## src/rtl/ir_transmitter.sv

```systemverilog
// Framed IR serialiser: preamble 1,0,1,0,0, four direction bits MSB first, then guard zeros.
// The level request "repeat" is a reserved word in SystemVerilog, so the port is named repeat_en.
module ir_transmitter #(
    parameter int BIT_CYCLES = 1,
    parameter int GUARD_BITS = 4
) (
    input  logic       clk,
    input  logic       reset,
    input  logic       send,
    input  logic       repeat_en,
    input  logic [3:0] dirs,
    output logic       tx_n,
    output logic       busy,
    output logic       done
);

    localparam int CW   = (BIT_CYCLES > 1) ? $clog2(BIT_CYCLES) : 1;
    localparam int IMAX = (GUARD_BITS > 5) ? GUARD_BITS : 5;
    localparam int IW   = $clog2(IMAX);

    localparam logic [CW-1:0] CYC_LAST   = CW'(BIT_CYCLES - 1);
    localparam logic [IW-1:0] PRE_LAST   = IW'(4);
    localparam logic [IW-1:0] DATA_LAST  = IW'(3);
    localparam logic [IW-1:0] GUARD_LAST = IW'(GUARD_BITS - 1);
    localparam logic [IW-1:0] IDX_ONE    = IW'(1);

    typedef enum logic [1:0] {
        IDLE,
        PREAMBLE,
        DATA,
        GUARD
    } state_t;

    state_t        state;
    logic [CW-1:0] cyc;
    logic [IW-1:0] idx;
    logic [3:0]    payload;
    logic          req;
    logic          bit_end;

    assign req     = send | repeat_en;
    assign bit_end = (cyc == CYC_LAST);

    // tx_n is loaded with the level of the *next* bit at each bit boundary,
    // so every output stays registered and frames chain with no gap.
    always_ff @(posedge clk or posedge reset) begin
        if (reset) begin
            state   <= IDLE;
            cyc     <= '0;
            idx     <= '0;
            payload <= '0;
            tx_n    <= 1'b1;
            busy    <= 1'b0;
            done    <= 1'b0;
        end else begin
            done <= 1'b0;
            case (state)
                IDLE: begin
                    cyc <= '0;
                    idx <= '0;
                    if (req) begin
                        state   <= PREAMBLE;
                        payload <= dirs;
                        tx_n    <= 1'b0;
                        busy    <= 1'b1;
                    end else begin
                        tx_n <= 1'b1;
                        busy <= 1'b0;
                    end
                end
                PREAMBLE: begin
                    if (!bit_end) begin
                        cyc <= cyc + 1'b1;
                    end else begin
                        cyc <= '0;
                        if (idx == PRE_LAST) begin
                            state <= DATA;
                            idx   <= '0;
                            tx_n  <= ~payload[3];
                        end else begin
                            idx  <= idx + 1'b1;
                            // Of preamble bits 1..4 only bit 2 is a logical one.
                            tx_n <= ~(idx == IDX_ONE);
                        end
                    end
                end
                DATA: begin
                    if (!bit_end) begin
                        cyc <= cyc + 1'b1;
                    end else begin
                        cyc <= '0;
                        if (idx == DATA_LAST) begin
                            state <= GUARD;
                            idx   <= '0;
                            tx_n  <= 1'b1;
                        end else begin
                            idx  <= idx + 1'b1;
                            tx_n <= ~payload[2'd2 - idx[1:0]];
                        end
                    end
                end
                GUARD: begin
                    if (!bit_end) begin
                        cyc <= cyc + 1'b1;
                    end else begin
                        cyc <= '0;
                        if (idx == GUARD_LAST) begin
                            done <= 1'b1;
                            idx  <= '0;
                            // A pending request starts the next frame on this same edge.
                            if (req) begin
                                state   <= PREAMBLE;
                                payload <= dirs;
                                tx_n    <= 1'b0;
                            end else begin
                                state <= IDLE;
                                busy  <= 1'b0;
                                tx_n  <= 1'b1;
                            end
                        end else begin
                            idx <= idx + 1'b1;
                        end
                    end
                end
                default: begin
                    state <= IDLE;
                    cyc   <= '0;
                    idx   <= '0;
                    tx_n  <= 1'b1;
                    busy  <= 1'b0;
                end
            endcase
        end
    end

endmodule
```

## config.mk

```make
export PLATFORM = sky130hd
export DESIGN_NAME = ir_transmitter
export DESIGN_NICKNAME = d
export VERILOG_FILES = /design/src/rtl/ir_transmitter.sv
export SDC_FILE = /design/constraint.sdc
export NUM_CORES = 1
export LEC_CHECK = 0
export CAP_MARGIN = 20
export CORE_MARGIN = 5
export CORE_UTILIZATION = 50
export DETAILED_ROUTE_END_ITERATION = 12
export PLACE_DENSITY_LB_ADDON = 0.08
export SYNTH_ARGS = -nofsm -noshare
export SYNTH_HDL_FRONTEND = slang
export SYNTH_SLANG_ARGS = --single-unit
```

## constraint.sdc

```tcl
create_clock -name clk -period 2.29 [get_ports clk]
set_clock_uncertainty 0.1 [all_clocks]
set_input_delay 0.458 -clock clk [delete_from_list [all_inputs] [get_ports clk]]
set_output_delay 0.458 -clock clk [all_outputs]
set_load 0.05 [all_outputs]
```

==> impl_metrics.yaml <==
status:
  outcome: "completed"
global_route:
  grt_antenna_before_repair: 0
  grt_pass1_wl_mm: 2.10
  grt-ovfl-total: 0
  grt_pass1_vias: 503
  grt_max_degree: 13
  grtUsageTotal_pct: 13.7
final_layout:
  fillers: 114
  fin_nets: 99
  diodes: 0
  final_layout_size_suffix_gt1_share_pct: 7.41
  area_delta_synth_final_pct: 20.6
synthesis:
  synthMuxAreaShare_pct: 9.57
  yosys.area.top_type: "dfrtp_1"
  syn-instance-count: 67
  synth_top_family_by_area: "simple AND/OR/NAND/NOR gates"
  ys_ff_latch: 12
  synth_xor_area_share_pct: 0
  syn_avg_cell_area_sq_um: 10.5
  synth_fp_nets: 84
  synthAdderAreaFrac_pct: 16.0
  ys_warn_count: 0
  async_flop_share_pct: 100
  synth_edf_count: 0
  synth_compound_area_share_pct: 11.3
  synth_area_sq_um: 706
  yosys-top-cells-area: "dfrtp_1, ha_1, mux2_1"
  ys_types: 26
  synth_seq_area_share_pct: 42.7
  synth_common_cells: "dfrtp_1, ha_1, inv_1"
  synth_top_cell_area_share_pct: 39.0
  synth_ff_type: "dfrtp_1"
  synthSimpleGateAreaFrac_pct: 17.2
  synth.most_common_cell: "dfrtp_1"
floorplanning:
  io_pins: 11
  rows: 13
  dieArea_sq_um: 2260
  die_w_um: 47.6
  die_h_um: 47.6
  start_util_pct: 53.6
  core_area_sq_um: 1320
timing:
  final.setup.tns_ps: 0
  period_share_pct: 94.0
  rsz0062_at_grt: "no"
  fin_crit_ps: 2150
  setup_viol: 0
  worst_slew_pin_slew_ps: 496
  relSlewSlack_pct: 66.8
  clock.fmax_mhz: 465
  hold_violations: 0
  hold-worst-slack_ps: 387
  slew_viol_final: 0
placed_design:
  place_congestion: 0.791
  hpwl_mm: 1.04
  port-buffer-count: 10
route:
  vias: 542
  vias_per_cell: 5.65
  wirelength_mm: 1.29
  drtPass1Iterations: 4
  wl_per_cell_um: 13.5
  drc: 0
  ant_nets: 0
  drt_iter0_drc: 18
clocking:
  tritoncts: "done"
  clock-sinks: 12
  postCtsHoldBufs: 0
  cts_buffer_depth: 2
  cts_setup_buffers: 0
  clk_latency_ps: 280
  numCtsBuffers: 3
  cts-resized-gates: 0
  htreeDepth: 1
  cts_root_buffer: "clkbuf_4"
  clk_pin_slew_ps: 80
critical_path:
  crit_family: "buffers and inverters"
  worstPathRequired_ps: 1730
  cpMaxStageDelayCell: "clkdlybuf4s50_1"
  cp-start-kind: "flop"
  arrival_ps: 1590
  critical_path_class: "reg2out"
  critPathMaxFanout: 2
  end_kind: "output port"
  path_cells: "clkdlybuf4s50_1"
  cp.buffers_inverters: 1
  cpPeakStageDelay_ps: 790
power_and_ir_drop:
  leakage_uw: 0.000379
  vdd_ir_drop_max_v: 0.000692
  power_density_nw_per_um2: 1310
job:
  drv_cap: 0
min_path:
  hp-class: "in2async"
## registers in the layout, indices dropped and copies added (netlist names)
register  count
state         2
tx_n          1
busy          1
idx           3
payload       4
done          1
## per-stage QoR
| stage | std cells | util, % | area [sq um] | power [uW] | setup WS, ps |
|---|---|---|---|---|---|
| finish | 96 | 64.6 | 851 | 1120 | 138 |
| floorplan | 67 | - | 706 | 832 | 550 |
| global route | 96 | 64.6 | 851 | 1210 | 110 |
| global placement | 92 | 62.6 | 825 | 975 | 384 |
| detailed placement | 92 | 62.6 | 825 | 984 | 348 |
| CTS | 96 | 64.6 | 851 | 1130 | 133 |
## where the power goes
group	internal [uW]	switching, uW	total (uW)
Sequential	311	69.0	380
Combinational	277	320	597
Clock	67.6	72.3	140
## area by class of cell
cell class	instances	area, sq um	area share, %
Timing Repair Buffer	10	100	11.8
Multi-Input combinational cell	49	382	44.9
Clock buffer	4	26.3	3.09
Tap cell	15	18.8	2.21
Sequential cell	12	302	35.4
Inverter	6	22.5	2.65
## worst paths after layout
kind / startpoint / endpoint / slack (ps) / depth (start not counted)
worst min-delay path: reset / payload[3] / 390 / 2
max in group asynchronous: reset / tx_n / 1360 / 2
worst min register to register: payload[1] / payload[1] / 400 / 1
worst max-delay path: tx_n / tx_n / 140 / 1
min in group clk: payload[1] / payload[1] / 400 / 1
worst max register to register: state[0] / payload[2] / 300 / 6
## routing by layer
layer	wire, um	up-vias	global-route usage [%]	share of wire, %
met5	0	-	0	0
met4	30	0	8.06	2.3
met3	96	5	2.63	7.4
met2	590	20	21.1	46
met1	576	253	17.7	45
li1	-	264	-	-
## kinds of logic after synthesis
logic type	count (synthesis)
compound gates	12
fa+ha+maj	9
buf+inv	6
flops	12
mux	5
simple gates	23
## layout by cell type (no fill, tap or decap), types with 2 or more instances in the layout
cell,n
o21ai_0,3
mux2_1,4
clkbuf_4,3
ha_1,9
nand2b_1,2
nand2_1,4
nor2_1,5
inv_1,6
clkdlybuf4s50_1,10
nand3_1,4
a21oi_1,3
dfrtp_1,11
Note: power is estimated with default switching activity, not from simulation.
==> RTL change: new RTL, same settings <==
The 4 states of `state_t` get a Gray code encoding in 2 bits.
--- a/src/rtl/ir_transmitter.sv
+++ b/src/rtl/ir_transmitter.sv
@@ -25,10 +25,10 @@
     localparam logic [IW-1:0] IDX_ONE    = IW'(1);
 
     typedef enum logic [1:0] {
-        IDLE,
-        PREAMBLE,
-        DATA,
-        GUARD
+        IDLE     = 2'b00,
+        PREAMBLE = 2'b01,
+        DATA     = 2'b11,
+        GUARD    = 2'b10
     } state_t;
 
     state_t        state;
Behaviour: no difference found for any inputs over 10 cycles, from zero or initial values and one cycle with reset high; not proved beyond that.
==> RTL change against the unedited design <==
  * Combinational power fell by 17%
  * Cell area is 6.2% lower
  * Power fell by 5.5%
  * Sequential power rose by 12%
  * Global-route usage up 1.1 points
  * Setup slack gained 10 ps
  * Synthesized cell count is 13% lower
  * Synthesized area is 6.0% lower
  * Core utilization shrank 2.5 points
  * Routed wire length down 9.0%
  * Final cell count shrank 11%
  * Sequential cell count unchanged
==> RTL change: results <==
finish:
  drive_gt1_share_pct: 17.1
  fin_cells: 85
  fill_cells: 120
  final_nets: 84
  final_util_pct: 62.1
placed_design:
  dp_hpwl_um: 893
  gp_congestion: 0.727
  place_inst: 81
  port_buffers: 10
  dp_slack_ps: 431
  placed_area_um2: 772
grt:
  grtUsageMet1_pct: 18.2
  grt_pass1_wl_um: 2190
  grt_use_total_pct: 14.7
  grt_util_met2_pct: 22.8
  grtUsageMet3_pct: 3.91
  grt_pass1_vias: 474
detailed_routing:
  vias_per_cell: 5.49
  first_iter_violations: 2
  drtAntennaViolNets: 0
  drt-pass1-iter-count: 3
  wl_met2_um: 567
  detail_route.wirelength.met1_um: 539
  wl_met3_um: 47
yosys:
  syn_area_per_cell_um2: 11.4
  yosys-top-cells-count: "dfrtp_1 (11), ha_1 (5), nor2_1 (5)"
  yosysSeqAreaShare_pct: 45.5
  syn_nets: 71
  synth.distinct_cells: 27
  yosys-top-cells-area: "dfrtp_1 (42%), ha_1 (9.4%), mux2_4 (9.1%)"
sta:
  fin_crit_sh_pct: 93.5
  hold_ws_ps: 379
  final-setup-viol-count: 0
  max-slew-margin-rel_pct: 67.0
clock_tree:
  cts_buffer_depth: 2
  cts_resized: 0
pwr:
  peakVddDrop_v: 0.000684
  p_leak_uw: 0.000345
  internal_power_uw: 646
worst_setup_path:
  reg2reg_depth: 5
  worstReg2RegEnd: "payload[1]"
  reg2reg_slack_ps: 470
  critPathSlowestCell: "clkdlybuf4s50_1"
run_status:
  status: "finished clean"
## RTL change: cell count changes after synthesis, moves of 3 or more
cell     before  now
ha_1          9    5
mux2_1        4    1
nand3_1       4    1
mux2_4        0    4
o21ai_0       3    0
## RTL change: area by class of cell
| class | instances | share of cell area [%] |
|---|---|---|
| repair buffers | 10 | 12.5 |
| clock buffers | 4 | 3.29 |
| multi-input cells | 40 | 42.2 |
| inverters | 4 | 1.88 |
| well taps | 15 | 2.35 |
| flip-flops and latches | 12 | 37.8 |
## RTL change: cells by family (layout without fill, tap and decap cells)
kind of cell             after synthesis  count (layout)  synth area share, %
adder cells (fa/ha/maj)                5               5                 9.43
multiplexers                           6               6                 12.3
AND/OR/NAND/NOR                       18              18                 17.2
flip-flops                            12              12                 45.5
AO/OA/AOI/OAI                         11              11                 11.9
buffers and inverters                  6              18                 3.77
## RTL change: power groups by stage
stage	clock network, uW	logic [uW]	registers, uW
floorplan	0	378	431
global placement	0	482	428
detailed placement	0	496	431
CTS	139	501	428
global route	155	547	447
finish	135	494	427
